**config.mk**
```make
export PLATFORM = sky130hd
export DESIGN_NAME = cpu_mem_stage_mc
export DESIGN_NICKNAME = d
export VERILOG_FILES = /design/src/rtl/cpu_mem_pkg.sv /design/src/rtl/mem_req_hold.sv /design/src/rtl/cpu_mem_stage_mc.sv
export SDC_FILE = /design/constraint.sdc
export NUM_CORES = 1
export LEC_CHECK = 0
export CORE_MARGIN = 2
export CORE_UTILIZATION = 56
export DETAILED_ROUTE_END_ITERATION = 12
export DONT_BUFFER_PORTS = 1
export GPL_TIMING_DRIVEN = 0
export PLACE_DENSITY = 0.72
export REMOVE_ABC_BUFFERS = 1
export SYNTH_ARGS = -nofsm -noshare
export SYNTH_HDL_FRONTEND = slang
export SYNTH_SLANG_ARGS = --single-unit
```
**constraint.sdc**
```tcl
create_clock -name clk -period 1.8 [get_ports clk]
set_clock_uncertainty 0.15 [all_clocks]
set_input_delay 0.18 -clock clk [delete_from_list [all_inputs] [get_ports clk]]
set_output_delay 0.18 -clock clk [all_outputs]
set_load 0.02 [all_outputs]
```
**src/rtl/cpu_mem_pkg.sv**
```systemverilog
// Shared types for the multi-cycle MEM stage: FSM state encoding and
// bit positions inside the two-bit MEMcontrols field.
package cpu_mem_pkg;

  typedef enum logic [1:0] {
    IDLE = 2'd0,
    REQ  = 2'd1,
    RESP = 2'd2,
    DONE = 2'd3
  } memState_e;

  localparam int MEMCTL_RD = 1;
  localparam int MEMCTL_WR = 0;

endpackage

```
**src/rtl/mem_req_hold.sv**
```systemverilog
// Capture register for one outstanding memory request (address, direction,
// write data); loads only when the stage accepts a new access.
module mem_req_hold #(
  parameter int DW = 16,
  parameter int AW = 16
) (
  input  logic          clk,
  input  logic          rst_n,
  input  logic          load,
  input  logic [AW-1:0] addrD,
  input  logic          weD,
  input  logic [DW-1:0] wdataD,
  output logic [AW-1:0] addr,
  output logic          we,
  output logic [DW-1:0] wdata
);

  always_ff @(posedge clk or negedge rst_n) begin
    if (!rst_n) begin
      addr  <= '0;
      we    <= 1'b0;
      wdata <= '0;
    end else if (load) begin
      addr  <= addrD;
      we    <= weD;
      wdata <= wdataD;
    end
  end

endmodule

```
**src/rtl/cpu_mem_stage_mc.sv**
```systemverilog
// MEM pipeline stage talking to a multi-cycle data memory over a request /
// response handshake; stalls the pipeline until the access completes or times out.
module cpu_mem_stage_mc
  import cpu_mem_pkg::*;
#(
  parameter int DW      = 16,
  parameter int AW      = 16,
  parameter int TIMEOUT = 64,
  parameter int CW      = 8
) (
  input  logic          clk,
  input  logic          rst_n,
  input  logic          ex_valid,
  input  logic [AW-1:0] alu_out,
  input  logic [DW-1:0] reg_b_data,
  input  logic [1:0]    mem_ctrl,
  input  logic          forward_c,
  input  logic [DW-1:0] wb_fdata,
  output logic          mem_stall,
  output logic [DW-1:0] data_out,
  output logic          done_valid,
  output logic          err,
  output logic          mreq_valid,
  input  logic          mreq_ready,
  output logic          mreq_we,
  output logic [AW-1:0] mreq_addr,
  output logic [DW-1:0] mreq_wdata,
  input  logic          mresp_valid,
  input  logic [DW-1:0] mresp_rdata
);

  // Handshakes: a request transfers on the cycle mreq_valid & mreq_ready are
  // both high, and mreq_* hold steady until then; a response transfers on any
  // cycle mresp_valid is high while in RESP and is ignored in every other state.

  localparam logic [CW-1:0] TLIMIT = (TIMEOUT > 0) ? CW'(TIMEOUT - 1) : '0;

  memState_e     state, stateNext;
  logic [CW-1:0] timeCnt;
  logic          access, capture, inFlight, complete, abort;

  assign access   = ex_valid & (mem_ctrl[MEMCTL_RD] | mem_ctrl[MEMCTL_WR]);
  assign capture  = (state == IDLE) & access;
  assign inFlight = (state == REQ) | (state == RESP);
  assign complete = ((state == REQ) & mreq_ready & mreq_we) | ((state == RESP) & mresp_valid);
  // An accepted read that has not yet returned data still counts as unfinished.
  assign abort    = (TIMEOUT > 0) & inFlight & (timeCnt == TLIMIT) & ~complete;

  mem_req_hold #(.DW(DW), .AW(AW)) u_hold (
    .clk    (clk),
    .rst_n  (rst_n),
    .load   (capture),
    .addrD  (alu_out),
    .weD    (mem_ctrl[MEMCTL_WR]),
    .wdataD (forward_c ? wb_fdata : reg_b_data),
    .addr   (mreq_addr),
    .we     (mreq_we),
    .wdata  (mreq_wdata)
  );

  always_ff @(posedge clk or negedge rst_n) begin
    if (!rst_n) state <= IDLE;
    else        state <= stateNext;
  end

  always_comb begin
    stateNext  = state;
    mreq_valid = 1'b0;
    mem_stall  = 1'b0;
    done_valid = 1'b0;
    case (state)
      IDLE: begin
        mem_stall = access;
        if (access) stateNext = REQ;
      end
      REQ: begin
        mreq_valid = 1'b1;
        mem_stall  = 1'b1;
        if (abort)           stateNext = DONE;
        else if (mreq_ready) stateNext = mreq_we ? DONE : RESP;
      end
      RESP: begin
        mem_stall = 1'b1;
        if (mresp_valid | abort) stateNext = DONE;
      end
      DONE: begin
        done_valid = 1'b1;
        stateNext  = IDLE;
      end
      default: stateNext = IDLE;
    endcase
  end

  always_ff @(posedge clk or negedge rst_n) begin
    if (!rst_n) begin
      timeCnt  <= '0;
      err      <= 1'b0;
      data_out <= '0;
    end else begin
      if (capture)       timeCnt <= '0;
      else if (inFlight) timeCnt <= timeCnt + 1'b1;

      if (capture)    err <= 1'b0;
      else if (abort) err <= 1'b1;

      if ((state == RESP) & mresp_valid) data_out <= mresp_rdata;
      else if (abort & ~mreq_we)         data_out <= '0;
    end
  end

endmodule

```
[Word-level counts from Yosys, hierarchy flattened]
Index checks and enable logic that the tools add are counted.
Cells by class
  bitwise operators: 14
  equal/unequal tests: 7
  reduce and logical (&&, ||, !) cells: 6
  $add $sub $neg: 1
  multiplexer cells: 16
Operators by type and width (count)
  two-way mux 16 bit: 3
  two-way mux 8 bit: 2
  adder 8 x 1 -> 8 bit, second input constant: 1
  bitwise AND 1 bit: 8
  equality test 8 x 6 -> 1 bit, second input constant: 1
  two-way mux 2 bit: 4
  one-hot mux 2 bit (4 select lines): 1
  nonzero test 2 bit: 3
  two-way mux 1 bit: 5
  equality test 2 bit, second input constant: 2
  bitwise OR 1 bit: 4
  != test 3 bit, second input constant: 1
  AND reduction 3 bit: 1
  equality test 2 x 1 -> 1 bit, second input constant: 1
  logical NOT 2 bit: 1
  != test 2 x 1 -> 1 bit, second input constant: 1
  != test 2 bit, second input constant: 1
  NOT 1 bit: 2
  one-hot mux 1 bit (2 select lines): 1
  OR reduction 2 bit: 1
Storage, ports and cells
  input bits: 72
  output and inout port bits: 53
  bits in registers: 60
  word-level logic and storage cells: 51

[Logic depth before layout (Yosys ltp)]
  word-level depth: 9
  gate-level depth with buffers: 8
  gate-level depth less buffers: 6

[Cells and area by module]
A second synthesis with hierarchy kept.
Unflattened totals
  cells, all modules: 193
  area, all modules: 2800.2 µm²
Modules (own cells, without submodules)
  cpu_mem_stage_mc: sequential area each 675.6 µm², cells each 123, area each 1418.9 µm², times used 1
  mem_req_hold: sequential area each 825.8 µm², cells each 70, area each 1381.3 µm², times used 1

[Worst setup path after synthesis]
No wires, ideal clock.
  path kind: register to register
  from: register state[0]
  to: register state[1]
  required time: 1525 ps
  period minus slack after synthesis: 1927 ps
  buffers on the path: 1
  data arrival time: 1652 ps
  setup slack: -127 ps
  cell stages (with the launch flop): 8
  library setup time: 125 ps
  cells stage by stage: dfrtp_1 > inv_1 > ha_1 > buf_4 > nand4_2 > nor3_4 > o21ai_2 > mux2_4
On the way
  elaborated cells on any way between the ends: 19
  those cells by class: eq/ne: 6; mux: 2; bitwise: 9; reduce/logical: 2
RTL lines
  from (decl): line cpu_mem_stage_mc.sv:38  | memState_e state, stateNext;
  from (signal assigned): line cpu_mem_stage_mc.sv:63  | else state <= stateNext;
  equality test 2 x 1 -> 1 bit: line cpu_mem_stage_mc.sv:44, cpu_mem_stage_mc.sv:45, cpu_mem_stage_mc.sv:71
  bitwise AND 1 bit (2 in series): line cpu_mem_stage_mc.sv:45  | assign complete = ((state == REQ) & mreq_ready & mreq_we) | ((state == RESP) & mresp_valid);
  bitwise OR 1 bit: line cpu_mem_stage_mc.sv:45
  NOT 1 bit: line cpu_mem_stage_mc.sv:47  | assign abort = (TIMEOUT > 0) & inFlight & (timeCnt == TLIMIT) & ~complete;
  bitwise AND 1 bit: line cpu_mem_stage_mc.sv:47
  two-way mux 2 bit: line cpu_mem_stage_mc.sv:79  | if (abort) stateNext = DONE;
  one-hot mux 2 bit (4 select lines) *: line cpu_mem_stage_mc.sv:71  | case (state)
  net stateNext[1]: line cpu_mem_stage_mc.sv:38
The timed path passes the listed nets; every way through them passes the cells marked *.
A chain may end at the register's enable or synchronous reset.

[Worst setup path after layout]
  from: register state[1]
  to: register state[0]
On the way
  cells in the longest elaborated chain, start to end: 9
  elaborated cells on any way between the ends: 19
  those cells by class: eq/ne: 6; mux: 2; bitwise: 9; reduce/logical: 2
Ends and longest elaborated chain
  equality test 2 x 1 -> 1 bit: line cpu_mem_stage_mc.sv:44, cpu_mem_stage_mc.sv:45, cpu_mem_stage_mc.sv:71
  bitwise AND 1 bit (2 in series): line cpu_mem_stage_mc.sv:45
  bitwise OR 1 bit: line cpu_mem_stage_mc.sv:45
  NOT 1 bit: line cpu_mem_stage_mc.sv:47
  bitwise AND 1 bit: line cpu_mem_stage_mc.sv:47
  bitwise OR 1 bit: line cpu_mem_stage_mc.sv:84  | if (mresp_valid | abort) stateNext = DONE;
  != test 2 x 1 -> 1 bit (no line)
  AND reduction 3 bit (no line)
Several ways; a longest one is shown, not always the timed one.

==> flow_metrics.env <==
export IMPL_period_minus_slack_ns=1.904
export IMPL_p_leak_nw=1.810
export IMPL_wirelength_um=6805
export IMPL_syn_mean_instance_area_um2=10.68
export IMPL_place_hpwl_um=3269
export IMPL_max_cap_violations=0
export IMPL_cp_slowest_stage_delay_ns=0.42
export IMPL_mappedNetlistArea_um2=2626
export IMPL_ant_nets=0
export IMPL_irDropWorstVdd_mv=1.272
export IMPL_fraction_of_the_cycle_the_final_worst_path_needs_pct=105.8
export IMPL_grt_setup_unrepaired="true"
export IMPL_antenna_cells=0
export IMPL_vias_in_the_first_global_route=2222
export IMPL_ys_dominant_reg_cell="dfrtp_1"
export IMPL_floorplan_initialDensity_pct=59.09
export IMPL_synth_async_reset_ratio_pct=100.0
export IMPL_fp_dieArea_um2=5253
export IMPL_clock_sinks=60
export IMPL_gp_congestion=0.8095
export IMPL_global_route_wire_length_before_repair_um=10790
export IMPL_max_clock_path_buffers=2
export IMPL_critPathCaptureType="flop"
export IMPL_routedWlPerCell_um=17.86
export IMPL_synth_cells=246
export IMPL_detailedRoute_firstPassIterationCount=6
export IMPL_coreArea_um2=4444
export IMPL_yosys_top_cells_area="dfrtp_1 (57%), nand2_1 (10%), mux2i_1 (6.5%), a22o_1 (5.3%), o21ai_0 (3.2%)"
export IMPL_final_hold_violation_count=0
export IMPL_path_buf_inv=2
export IMPL_synth_seq_area_share_pct=57.17
export IMPL_globalRoute_totalOverflow=0
export IMPL_cts_tree="yes"
export IMPL_detail_route_vias_per_cell=5.591
export IMPL_crit_path_max_fanout=4
export IMPL_timing_slew_headroom_pct=59.88
export IMPL_grt_start_max_net_pins=61
export IMPL_timing_final_setup_violations=6
export IMPL_final_cell_count_no_fill=381
export IMPL_hold_path_class="in -> reg"
export IMPL_clk_transition_reported_paths_ns=0.07
export IMPL_dp_cells=286
export IMPL_worst_r2r_setup_slack_ns=-0.10
export IMPL_ys_warn_count=0
export IMPL_finish_net_count=402
export IMPL_cp_data_arrival_time_ns=1.96
export IMPL_detailedRoute_firstIterationViolations=125
export IMPL_timing_critical_path_required_ns=1.85
export IMPL_crit_chain="inv_2 > ha_4 > a32o_2 > nor3_4 > buf_4 > o221a_2 > a211o_1"
export IMPL_postLayoutSetupSlackWorst_ns=-0.1039
export IMPL_layout_drive_gt1_share_pct=14.29
export IMPL_grt_antenna_before_repair=0
export IMPL_postSynthRegisterBits=60
export IMPL_synth_edff_count=0
export IMPL_yosys_cell_types_count=33
export IMPL_rows=24
export IMPL_worst_slew_pin_slew_ns=0.6011
export IMPL_status="finished, violations left"
export IMPL_final_max_slew_violation_count=0
export IMPL_via_count=2130
export IMPL_violations="negative setup slack"
export IMPL_synth_largest_area_cell="dfrtp_1"
export IMPL_crit_type="reg -> reg"
export IMPL_power_density_cell_area_nw_per_um2=1658
export IMPL_critical_path_slowest_cell="dfrtp_1"
export IMPL_io_buffers=0
export IMPL_drt_drc_violations_left=0
export IMPL_timing_critical_path_from_type="flop"
export IMPL_num_io_pins=125
export IMPL_cts_htree_levels=3
export IMPL_filler_cell_count=240
export IMPL_final_hold_worst_slack_ns=0.1549
export IMPL_area_added_between_synthesis_and_finish_pct=41.26
export IMPL_die_span_y_um=72.48
export IMPL_achievable_frequency_mhz=525.2
export IMPL_cpLargestDelayFamily="compound AO/OA/AOI/OAI gates"
export IMPL_worst_skew_pair_late_latency_ns=0.32
export IMPL_cts_inserted_buffers=9
export IMPL_post_synth_top_area_fraction_pct=57.17
export IMPL_cts_root_buffer="clkbuf_8"
export IMPL_track_usage_pct=27.18
export IMPL_die_w_um=72.48
==> synth_stat cells, types with 2 or more instances <==
cell and n:
mux2i_1 17, nor2_1 12, buf_4 2, inv_1 5
xor2_1 4, buf_2 7, o21ai_0 17, ha_1 6
a22o_1 16, dfrtp_1 60, nor2_2 2, nand4_1 2
nand2_1 72, xnor2_1 2, clkbuf_1 4
==> final timing paths <==
kind | start | end | cells after the start
setup / recovery | state[1] | state[0] | 7
hold / removal | mresp_valid | err | 5
setup reg to reg | state[1] | state[0] | 7
hold reg to reg | timeCnt[7] | timeCnt[7] | 2
max in group asynchronous | rst_n | state[0] | 2
min in group asynchronous | rst_n | err | 2
==> worst reg2reg max path, cell delays in order (launching register included) <==
cell and delay (ns):
dfrtp_1 0.42, inv_2 0.14, ha_4 0.21, a32o_2 0.21
nor3_4 0.05, buf_4 0.14, o221a_2 0.25, a211o_1 0.23
==> state kept, by name (all words and copies together) (netlist names) <==
register / count
err: 1
timeCnt: 8
data_out: 16
u_hold.wdata: 16
u_hold.we: 1
state: 2
u_hold.addr: 16
==> layout make-up <==
class                           instances  area [um2]  area share [%]
Inverter                                5       18.77          0.5059
Clock buffer                           12       155.1           4.182
Timing Repair Buffer                   79       814.5           21.96
Tap cell                               52       65.06           1.754
Multi-Input combinational cell        169        1107           29.85
Sequential cell                        60        1501           40.47
Clock inverter                          4       47.55           1.282
==> layer usage <==
metal / GRT usage, % / vias up / part of all wire (%)
met5: 0 / - / 0
met4: 8.642 / 0 / 1.6
met3: 10.00 / 11 / 7.2
met2: 45.57 / 96 / 51
met1: 32.80 / 1029 / 40
li1: - / 994 / -
==> stage by stage <==
stage               instance area, um2  setup slack (ns)  total power, W  setup TNS [ns]  utilization, %
global route                      3710           -0.1747        0.006523          -2.586           83.47
CTS                               3627          -0.08655        0.005962         -0.2037           81.62
global placement                  2626            -1.317        0.004316          -47.54           59.09
floorplan                         2561           -0.7096        0.004032          -22.42               -
finish                            3710           -0.1039        0.006151         -0.2558           83.47
detailed placement                2654           -0.5403        0.004395          -13.60           59.71
==> power breakdown <==
| part | switching [W] | total [W] | internal (W) |
|---|---|---|---|
| sequential | 0.00113 | 0.00307 | 0.00194 |
| combinational | 0.000951 | 0.00186 | 0.000906 |
| clock | 0.000509 | 0.00122 | 0.000711 |
==> logic make-up after synthesis <==
kind of cell / after synthesis / synth area share (%)
flops: 60 / 57.17
simple gates: 97 / 16.63
fa+ha+maj: 6 / 2.858
xor+xnor: 6 / 2.001
buf+inv: 18 / 3.192
mux: 18 / 7.051
compound gates: 41 / 11.10
==> layout by cell type (no fill, tap or decap), types with 2 or more instances in the layout <==
cell / count
o21ai_0: 15
buf_16: 2
o21ai_1: 3
clkinv_2: 2
xnor2_1: 2
clkbuf_8: 11
nor2_2: 3
dlygate4sd3_1: 66
nor2_4: 2
dfrtp_1: 60
nand2_1: 72
nor2_1: 10
a22o_1: 16
inv_1: 4
nand4_1: 2
xor2_1: 4
mux2i_1: 17
ha_1: 4
ha_4: 2
nor3_2: 2
buf_4: 9
==> what timing repair did <==
item | in CTS | in global routing
hold buffers | 67 | 0
buffers inserted | 4 | 8
hold endpoints to repair | 109 | 0
setup endpoints to repair | 61 | 45
pin swaps | 4 | 7
resized for setup | 13 | 6
gates cloned | 1 | 0
Power figures use the tool's default switching activity.
